<file path="config.mk">
export PLATFORM = sky130hd
export DESIGN_NAME = rx_chan_sched_flat
export DESIGN_NICKNAME = d
export VERILOG_FILES = /design/src/rtl/rx_sched_pkg.sv /design/src/rtl/rx_chan_sched_if.sv /design/src/rtl/rx_chan_sched_rr_pick.sv /design/src/rtl/rx_chan_sched.sv /design/src/flat_wrapper.sv
export SDC_FILE = /design/constraint.sdc
export NUM_CORES = 1
export LEC_CHECK = 0
export BUFFER_PORTS_ARGS = -buffer_cell sky130_fd_sc_hd__buf_2
export CAP_MARGIN = 30
export CORE_UTILIZATION = 40
export CTS_CLUSTER_SIZE = 8
export DETAILED_ROUTE_END_ITERATION = 8
export MAX_ROUTING_LAYER = met4
export SLEW_MARGIN = 20
export SYNTH_ARGS = -nofsm -noshare
export SYNTH_HDL_FRONTEND = slang
export SYNTH_SLANG_ARGS = --single-unit
</file>
<file path="constraint.sdc">
create_clock -name clk -period 5.05 [get_ports clk]
set_clock_uncertainty 0.15 [all_clocks]
set_input_delay 1.01 -clock clk [delete_from_list [all_inputs] [get_ports clk]]
set_output_delay 1.01 -clock clk [all_outputs]
set_load 0.02 [all_outputs]
</file>
<file path="src/rtl/rx_sched_pkg.sv">
// Shared types and defaults for the receive-channel scheduler.
// Holds the FSM encoding, default timing constants and a constant-foldable clog2.
package rx_sched_pkg;

  typedef enum logic [2:0] {
    StIdle,
    StSelect,
    StSettle,
    StListen,
    StDeliver
  } sched_st_e;

  localparam int unsigned SettleCycDef = 32;
  localparam int unsigned TmoCycDef    = 6240;
  localparam int unsigned ErrLimDef    = 3;

  // Smallest r such that 2**r >= v.
  function automatic int unsigned clog2(input int unsigned v);
    int unsigned r;
    r = 0;
    for (int unsigned i = 0; i < 32; i++) begin
      if ((32'd1 << i) < v) r = i + 1;
    end
    return r;
  endfunction

endpackage

</file>
<file path="src/rtl/rx_chan_sched_if.sv">
// Link-side and consumer-side signals of the receive-channel scheduler.
// master is the environment (mux/decoder/consumer) view, slave is the scheduler view.
interface rx_chan_sched_if #(
  parameter int unsigned CH_NUM = 4,
  parameter int unsigned CH_W   = 2,
  parameter int unsigned DATA_W = 48
);
  logic [CH_NUM-1:0] chan_en;
  logic              frm_vld;
  logic              frm_crc_ok;
  logic [DATA_W-1:0] frm_data;
  logic [CH_W-1:0]   sel_ch;
  logic              dec_clr;
  logic              rd_vld;
  logic              rd_rdy;
  logic [CH_W-1:0]   rd_ch;
  logic [DATA_W-1:0] rd_data;
  logic [CH_NUM-1:0] ch_fault;
  logic [CH_NUM-1:0] ch_tmo;

  modport master (
    output chan_en, frm_vld, frm_crc_ok, frm_data, rd_rdy,
    input  sel_ch, dec_clr, rd_vld, rd_ch, rd_data, ch_fault, ch_tmo
  );

  modport slave (
    input  chan_en, frm_vld, frm_crc_ok, frm_data, rd_rdy,
    output sel_ch, dec_clr, rd_vld, rd_ch, rd_data, ch_fault, ch_tmo
  );
endinterface

</file>
<file path="src/rtl/rx_chan_sched_rr_pick.sv">
// Combinational round-robin search: first set bit of mask strictly after ptr, wrapping.
module rr_pick #(
  parameter int unsigned CH_NUM = 4,
  parameter int unsigned CH_W   = 2
) (
  input  logic [CH_NUM-1:0] mask,
  input  logic [CH_W-1:0]   ptr,
  output logic [CH_W-1:0]   idx,
  output logic              any
);

  logic [CH_W-1:0] hi_idx, lo_idx;
  logic            hi_any, lo_any;

  // Descending scan so the lowest qualifying index is the one left standing.
  always_comb begin
    hi_idx = '0;
    lo_idx = '0;
    hi_any = 1'b0;
    lo_any = 1'b0;
    for (int i = CH_NUM - 1; i >= 0; i--) begin
      if (mask[i]) begin
        if (i > int'(ptr)) begin
          hi_idx = CH_W'(i);
          hi_any = 1'b1;
        end else begin
          lo_idx = CH_W'(i);
          lo_any = 1'b1;
        end
      end
    end
    idx = hi_any ? hi_idx : lo_idx;
    any = hi_any | lo_any;
  end

endmodule

</file>
<file path="src/rtl/rx_chan_sched.sv">
// Time-shares one Manchester receive/CRC path across CH_NUM links: selects, settles,
// listens for one frame or timeout, delivers good payloads and tracks per-channel health.
module rx_chan_sched
  import rx_sched_pkg::*;
#(
  parameter int unsigned CH_NUM     = 4,
  parameter int unsigned CH_W       = 2,
  parameter int unsigned DATA_W     = 48,
  parameter int unsigned SETTLE_CYC = SettleCycDef,
  parameter int unsigned TMO_CYC    = TmoCycDef,
  parameter int unsigned ERR_LIM    = ErrLimDef
) (
  input logic             clk,
  input logic             reset,
  rx_chan_sched_if.slave  bus
);

  localparam int unsigned CntMax = (TMO_CYC > SETTLE_CYC) ? TMO_CYC : SETTLE_CYC;
  localparam int unsigned CntW   = clog2(CntMax + 1);
  localparam int unsigned ErrW   = clog2(ERR_LIM + 1);

  sched_st_e         state_q, state_d;
  logic [CH_W-1:0]   ptr_q, ptr_d;
  logic [CH_W-1:0]   sel_q, sel_d;
  logic [CntW-1:0]   cnt_q, cnt_d;
  logic [CH_W-1:0]   rd_ch_q, rd_ch_d;
  logic [DATA_W-1:0] rd_data_q, rd_data_d;
  logic [ErrW-1:0]   err_q [CH_NUM];
  logic [ErrW-1:0]   err_d [CH_NUM];
  logic [CH_NUM-1:0] fault_q, fault_d;
  logic [CH_NUM-1:0] tmo_q, tmo_d;
  logic [CH_NUM-1:0] good_mask;
  logic [CH_W-1:0]   pick_idx;
  logic              pick_any;

  rr_pick #(
    .CH_NUM (CH_NUM),
    .CH_W   (CH_W)
  ) u_rr_pick (
    .mask (bus.chan_en),
    .ptr  (ptr_q),
    .idx  (pick_idx),
    .any  (pick_any)
  );

  always_comb begin
    state_d   = state_q;
    ptr_d     = ptr_q;
    sel_d     = sel_q;
    cnt_d     = cnt_q;
    rd_ch_d   = rd_ch_q;
    rd_data_d = rd_data_q;
    err_d     = err_q;
    tmo_d     = '0;
    good_mask = '0;

    unique case (state_q)
      StIdle: begin
        if (|bus.chan_en) state_d = StSelect;
      end
      StSelect: begin
        if (pick_any) begin
          sel_d   = pick_idx;
          ptr_d   = pick_idx;
          cnt_d   = '0;
          state_d = StSettle;
        end else begin
          state_d = StIdle;
        end
      end
      StSettle: begin
        if (!bus.chan_en[sel_q]) begin
          state_d = StSelect;
        end else if (cnt_q == CntW'(SETTLE_CYC - 1)) begin
          cnt_d   = '0;
          state_d = StListen;
        end else begin
          cnt_d = cnt_q + 1'b1;
        end
      end
      StListen: begin
        // A frame beats a coincident timeout; a disabled channel is dropped silently.
        if (!bus.chan_en[sel_q]) begin
          state_d = StSelect;
        end else if (bus.frm_vld && bus.frm_crc_ok) begin
          rd_ch_d          = sel_q;
          rd_data_d        = bus.frm_data;
          err_d[sel_q]     = '0;
          good_mask[sel_q] = 1'b1;
          state_d          = StDeliver;
        end else if (bus.frm_vld || cnt_q == CntW'(TMO_CYC - 1)) begin
          if (!bus.frm_vld) tmo_d[sel_q] = 1'b1;
          if (err_q[sel_q] != ErrW'(ERR_LIM)) err_d[sel_q] = err_q[sel_q] + 1'b1;
          state_d = StSelect;
        end else begin
          cnt_d = cnt_q + 1'b1;
        end
      end
      StDeliver: begin
        if (bus.rd_rdy) state_d = StSelect;
      end
      default: state_d = StIdle;
    endcase

    fault_d = fault_q;
    for (int i = 0; i < CH_NUM; i++) begin
      if (good_mask[i]) fault_d[i] = 1'b0;
      else if (err_q[i] == ErrW'(ERR_LIM)) fault_d[i] = 1'b1;
    end
  end

  always_ff @(posedge clk or posedge reset) begin
    if (reset) begin
      state_q   <= StIdle;
      ptr_q     <= CH_W'(CH_NUM - 1);
      sel_q     <= '0;
      cnt_q     <= '0;
      rd_ch_q   <= '0;
      rd_data_q <= '0;
      err_q     <= '{default: '0};
      fault_q   <= '0;
      tmo_q     <= '0;
    end else begin
      state_q   <= state_d;
      ptr_q     <= ptr_d;
      sel_q     <= sel_d;
      cnt_q     <= cnt_d;
      rd_ch_q   <= rd_ch_d;
      rd_data_q <= rd_data_d;
      err_q     <= err_d;
      fault_q   <= fault_d;
      tmo_q     <= tmo_d;
    end
  end

  assign bus.sel_ch   = sel_q;
  assign bus.dec_clr  = (state_q != StListen);
  assign bus.rd_vld   = (state_q == StDeliver);
  assign bus.rd_ch    = rd_ch_q;
  assign bus.rd_data  = rd_data_q;
  assign bus.ch_fault = fault_q;
  assign bus.ch_tmo   = tmo_q;

endmodule

</file>
<file path="src/flat_wrapper.sv">
// flat-port wrapper written by rule: the top's interface ports become plain ports
module rx_chan_sched_flat import rx_sched_pkg::*;
#(
  parameter int unsigned CH_NUM     = 4,
  parameter int unsigned CH_W       = 2,
  parameter int unsigned DATA_W     = 48,
  parameter int unsigned SETTLE_CYC = SettleCycDef,
  parameter int unsigned TMO_CYC    = TmoCycDef,
  parameter int unsigned ERR_LIM    = ErrLimDef
)
  (clk, reset, bus_chan_en, bus_frm_vld, bus_frm_crc_ok, bus_frm_data, bus_rd_rdy, bus_sel_ch, bus_dec_clr, bus_rd_vld, bus_rd_ch, bus_rd_data, bus_ch_fault, bus_ch_tmo);
  rx_chan_sched_if #(.CH_NUM(CH_NUM), .CH_W(CH_W), .DATA_W(DATA_W)) bus_i ();
  input logic clk;
  input logic reset;
  input wire logic [$bits(bus_i.chan_en)-1:0] bus_chan_en;
  input wire logic [$bits(bus_i.frm_vld)-1:0] bus_frm_vld;
  input wire logic [$bits(bus_i.frm_crc_ok)-1:0] bus_frm_crc_ok;
  input wire logic [$bits(bus_i.frm_data)-1:0] bus_frm_data;
  input wire logic [$bits(bus_i.rd_rdy)-1:0] bus_rd_rdy;
  output wire logic [$bits(bus_i.sel_ch)-1:0] bus_sel_ch;
  output wire logic [$bits(bus_i.dec_clr)-1:0] bus_dec_clr;
  output wire logic [$bits(bus_i.rd_vld)-1:0] bus_rd_vld;
  output wire logic [$bits(bus_i.rd_ch)-1:0] bus_rd_ch;
  output wire logic [$bits(bus_i.rd_data)-1:0] bus_rd_data;
  output wire logic [$bits(bus_i.ch_fault)-1:0] bus_ch_fault;
  output wire logic [$bits(bus_i.ch_tmo)-1:0] bus_ch_tmo;
  assign bus_i.chan_en = bus_chan_en;
  assign bus_i.frm_vld = bus_frm_vld;
  assign bus_i.frm_crc_ok = bus_frm_crc_ok;
  assign bus_i.frm_data = bus_frm_data;
  assign bus_i.rd_rdy = bus_rd_rdy;
  assign bus_sel_ch = bus_i.sel_ch;
  assign bus_dec_clr = bus_i.dec_clr;
  assign bus_rd_vld = bus_i.rd_vld;
  assign bus_rd_ch = bus_i.rd_ch;
  assign bus_rd_data = bus_i.rd_data;
  assign bus_ch_fault = bus_i.ch_fault;
  assign bus_ch_tmo = bus_i.ch_tmo;
  rx_chan_sched #(.CH_NUM(CH_NUM), .CH_W(CH_W), .DATA_W(DATA_W), .SETTLE_CYC(SETTLE_CYC), .TMO_CYC(TMO_CYC), .ERR_LIM(ERR_LIM)) u_core (.clk(clk), .reset(reset), .bus(bus_i));
endmodule
</file>
# Yosys cells after proc, flatten, opt, wreduce, memory -nomap -nowiden
# Cells that the tools add are included.
# classes
n_addsub	2
magnitude_cmp	7
n_eq_ne	21
n_mux	72
bitwise	4
reduce_logical	18
# ops
cell	count
2-to-1 mux 13 bit	6
case mux 13 bit (3 select lines)	1
2-to-1 mux 2 bit	18
2-to-1 mux 4 bit	8
2-to-1 mux 8 bit	3
2-to-1 mux 1 bit	23
2-to-1 mux 3 bit	7
case mux 3 bit (5 select lines)	1
adder 13 x 1 -> 13 bit, second input constant	1
== test 13 bit, second input constant	1
== test 13 x 5 -> 1 bit, second input constant	1
nonzero test 2 bit	6
AND 8 bit	1
bitwise mux 8 bit	1
== test 2 bit, second input constant	4
inequality test 2 x 1 -> 1 bit, second input constant	4
inequality test 2 bit, second input constant	4
NOT 8 bit	1
AND reduction 4 bit	2
== test 3 x 2 -> 1 bit, second input constant	2
inequality test 3 x 2 -> 1 bit, second input constant	2
AND reduction 6 bit	1
binary-select mux 2 bit (select 2 bit)	1
demux 2 bit (select 2 bit)	1
21 further kinds	24
# totals
register_bits	86
in_bits	57
out_inout_bits	62
elab_cells	139

# Logic depth before layout (Yosys ltp)
# logic_depth
word_depth	11
ltp_mapped	9
mapped_depth_nobuf	7

# Hierarchy
# A second synthesis with hierarchy kept.
# unflattened
cells_unflattened	418
hier_area_um2	3935.0
# by_module_without_submodules
module	n_inst	cells_each	area_each_um2	seq_area_each_um2
rx_chan_sched	1	404	3849.9	2154.6
rr_pick	1	14	85.1	0.0

# Least setup slack after synthesis
# OpenSTA, ideal clock, no wires.
# synth_timing
kind	in2reg
from	input bus_chan_en[3]
to	register u_core.cnt_q[11]
setup_ps	66
arrival_ps	2483
required_time_ps	4834
setup_slack_ps	2351
stages	6
n_path_buf	1
cell_sequence	mux2_1 > or3_1 > a31oi_1 > clkbuf_1 > a211o_1 > a22o_1
# synth_via
elab_chain_len	9
word_cells_on_any_way	18
cone_classes	eq/ne: 3; mux: 13; bitwise: 1; reduce/logical: 1
# synth_lines
element	line	source
start: declaration	flat_wrapper.sv:15	input wire logic [$bits(bus_i.chan_en)-1:0] bus_chan_en;
2-to-1 mux 1 bit	rx_chan_sched_rr_pick.sv:22	if (mask[i]) begin
2-to-1 mux 1 bit	rx_chan_sched_rr_pick.sv:23	if (i > int'(ptr)) begin
2-to-1 mux 1 bit	rx_chan_sched_rr_pick.sv:22	
2-to-1 mux 1 bit	rx_chan_sched_rr_pick.sv:23	
2-to-1 mux 1 bit (2 in a row)	rx_chan_sched_rr_pick.sv:22	
bitwise OR 1 bit	rx_chan_sched_rr_pick.sv:33	any = hi_any | lo_any;
inequality test 2 x 1 -> 1 bit (no source line)	n/a	
AND reduction 6 bit (no source line) *	n/a	
end signal: assignment	rx_chan_sched.sv:127	cnt_q <= cnt_d;
end: declaration	rx_chan_sched.sv:25	logic [CntW-1:0] cnt_q, cnt_d;
# Mark *: on every way between the ends. The rest lies on a longest branch, timed or not. The select of a mux whose other input is x is not followed.
# A chain may end at the register's enable or synchronous reset.

# Final worst setup path
# layout_timing
from	register u_core.cnt_q[8]
to	register u_core.cnt_q[10]
# layout_via
elab_chain_len	5
word_cells_on_any_way	12
cone_classes	add/sub: 1; eq/ne: 3; mux: 6; reduce/logical: 2
# layout_lines
element	line	source
adder 13 x 1 -> 13 bit	rx_chan_sched.sv:78, rx_chan_sched.sv:96	
2-to-1 mux 13 bit	rx_chan_sched.sv:91	end else if (bus.frm_vld || cnt_q == CntW'(TMO_CYC - 1)) begin
2-to-1 mux 13 bit	rx_chan_sched.sv:85	end else if (bus.frm_vld && bus.frm_crc_ok) begin
2-to-1 mux 13 bit	rx_chan_sched.sv:83	if (!bus.chan_en[sel_q]) begin
case mux 13 bit (3 select lines)	rx_chan_sched.sv:57	unique case (state_q)
# Parallel ways exist; a longest one is shown, timed or not. The select of a mux whose other input is x is not followed.

==> run_results.csv <==
group,metric,value,unit
pwr,peakVddDrop,0.268,mV
place,portBuffers,118,
yosys,syn_area,3850,µm²
cells_and_area,area_growth,23.6,%
setup_path,r2r_slack,2120,ps
yosys,synthFlopType,"dfrtp_1",
yosys,synth_top_area_cell,"dfrtp_1",
pwr,leakage,2.32,nW
global_route,grt_pass1_vias,2703,
setup_path,cp_max_fo,14,
cts,clock-sinks,86,
cts,cts_buffers,9,
setup_path,crit_type,"reg -> reg",
floorplan,die_h,100,µm
detailed_routing,firstDrtPassIters,4,
floorplan,rows,35,
sta,rsz0062_at_grt,"false",
global_route,grt_antenna_before_repair,0,
place,hpwl,5720,µm
pwr,powerDensity,581,nW/µm²
floorplan,core,9280,µm²
sta,period_share,0.580,
detailed_routing,wl_per_cell,14.3,µm
cts,cts_buffer_depth,2,
place,place_ws,1910,ps
global_route,grtUsageTotal,0.170,
sta,setup_viol,0,
cells_and_area,drive_gt1_frac,0.487,
cts,cts_setup_buffers,0,
setup_path,critPathMostFrequentCell,"or4_4",
yosys,synthTopCellsByArea,"dfrtp_1, mux2_2, a22o_1",
yosys,ys_seq_elements,86,
yosys,synthDistinctLibCells,45,
detailed_routing,drtIter0Drc,126,
setup_path,critPathLaunchType,"flip-flop",
sta,hold_viol,0,
setup_path,crit_arrival,3010,ps
yosys,synth.top_cell.area_share,0.545,
yosys,synth_top_cells_by_count,"dfrtp_1, mux2_2, nor2_1, nand2_1, a21oi_1",
setup_path,critPathBufInv,1,
cells_and_area,antennaDiodeCount,0,
sta,setup_ws,2120,ps
detailed_routing,drt_wl_total,8110,µm
cts,ctsResizeCount,0,
setup_path,path_cells,"or4_4 -> or4_4 -> a31oi_4 -> nor3b_1 -> buf_4 -> a22o_1",
pwr,p_total,2.77,mW
detailed_routing,drc,0,
sta,hold-worst-slack,344,ps
yosys,yosysSeqAreaShare,0.559,
detailed_routing,via_count,2862,
sta,tns,0,ps
cts,cts_tree,"done",
global_route,grt_max_degree,52,
floorplan,die_area,10000,µm²
sta,max_freq,342,MHz
yosys,synth-edff-count,0,
cells_and_area,fill_cells,878,
run,drv_cap,0,
setup_path,cpMaxStageDelayCell,"or4_4",
cts,root_buffer,"clkbuf_8",
setup_path,cp-end-kind,"flip-flop",
floorplan,pin_count,119,
yosys,synth.avg_cell_area,12.4,µm²
floorplan,dieWidth,100,µm
yosys,ys.warnings.count,0,
run_status,status,"finished, final reports clean",
place,place_congestion,0.820,
setup_path,critPathMaxStageDelay,580,ps
cts,clk_pin_slew,80,ps
yosys,async_flop_share,1.00,
sta,slew_violations,0,
global_route,grt_overflow,0,
cts,htree_levels,3,
setup_path,critPathRequiredTime,5130,ps
floorplan,start_util,0.415,
worst_hold_path,hold_class,"reg -> reg",
cells_and_area,layout.nets,491,
yosys,yosys.cell_count.top_type,"dfrtp_1",
detailed_routing,ant_nets,0,
yosys,synthCells,311,
detailed_routing,via_per_inst,5.06,
yosys,synth_fp_nets,370,
sta,maxSlewHeadroom,0.499,
cts,insertion_delay,350,ps
sta,worst_pin_slew,752,ps
global_route,grt_pass1_wl,12900,µm
cts,cts_hold_buf,0,
sta,fin_crit,2930,ps
setup_path,crit_family,"simple AND/OR/NAND/NOR gates",
-- registers in the layout, indices dropped and copies added (netlist names) --
| register | cells |
|---|---|
| u_core.bus.ch_fault | 4 |
| u_core.bus.ch_tmo | 4 |
| u_core.bus.rd_ch | 2 |
| u_core.bus.rd_data | 48 |
| u_core.bus.sel_ch | 2 |
| u_core.cnt_q | 13 |
| u_core.err_q | 8 |
| u_core.ptr_q | 2 |
| u_core.state_q | 3 |
-- per-stage QoR --
step                      instance area (µm²)  std cells   util
after CTS                                4760        566  0.513
after detailed placement                 4580        550  0.493
after global routing                     4760        566  0.513
after floorplan                          3850        311      -
final                                    4760        566  0.513
after global placement                   4580        550  0.493
-- worst register-to-register path, stage by stage (launching register included) --
cell,delay [ps]
dfrtp_1,440
or4_4,560
or4_4,580
a31oi_4,450
nor3b_1,210
buf_4,220
a22o_1,210
-- logic make-up after synthesis --
family / after synthesis / synth area share
AO/OA/AOI/OAI: 57 / 0.108
adder cells (fa/ha/maj): 2 / 0.00649
buffers and inverters: 24 / 0.0279
flip-flops: 86 / 0.559
multiplexers: 63 / 0.190
AND/OR/NAND/NOR: 79 / 0.108
-- cell usage in the layout (no fill, tap or decap), types with 4 or more instances in the layout --
cell type	Yosys	layout
or2_2	4	4
mux2_2	60	60
a21oi_1	14	14
inv_1	11	10
a211o_1	7	7
nor2_1	19	19
dfrtp_1	84	84
nand2_1	15	15
nand2b_1	8	8
buf_2	5	118
a22o_1	9	9
clkbuf_8	0	10
o21ai_0	6	6
nand3_1	7	6
nor3_1	7	7
or3_1	4	4
buf_4	1	4
-- final timing paths --
path                                                 start                                 to  cells past startpoint
max in group asynchronous                            reset        u_core.ptr_q[1]$_DFFE_PP1P_                      3
min in group asynchronous                            reset  u_core.bus.rd_data[9]$_DFFE_PP0P_                      2
max                            u_core.cnt_q[8]$_DFFE_PP0P_       u_core.cnt_q[10]$_DFFE_PP0P_                      6
min                        u_core.bus.rd_ch[0]$_DFFE_PP0P_    u_core.bus.rd_ch[0]$_DFFE_PP0P_                      2
max reg2reg                    u_core.cnt_q[8]$_DFFE_PP0P_       u_core.cnt_q[10]$_DFFE_PP0P_                      6
min reg2reg                u_core.bus.rd_ch[0]$_DFFE_PP0P_    u_core.bus.rd_ch[0]$_DFFE_PP0P_                      2
-- layout make-up --
| cell class | count | area [µm²] | area share |
|---|---|---|---|
| repair buffers | 122 | 621 | 0.130 |
| flip-flops and latches | 86 | 2150 | 0.452 |
| inverters | 12 | 46.3 | 0.00972 |
| multi-input cells | 201 | 1600 | 0.335 |
| well taps | 129 | 161 | 0.0339 |
| clock buffers | 11 | 141 | 0.0297 |
| clock inverters | 5 | 42.5 | 0.00893 |
-- power breakdown --
group	total, mW	switching, mW	internal (mW)
Sequential	1.12	0.161	0.954
Clock	0.450	0.253	0.197
Combinational	1.20	0.692	0.511
Total	2.77	1.11	1.66
-- per-layer routing --
metal  up-vias  wire (µm)  global-route usage  share of wire
met3        13        367              0.0341          0.045
met5         -          0                   -              0
met4         0        119              0.0647          0.015
met1      1393       3730               0.219           0.46
li1       1370          -                   -              -
met2        86       3890               0.264           0.48
(Power assumes the default switching activity.)
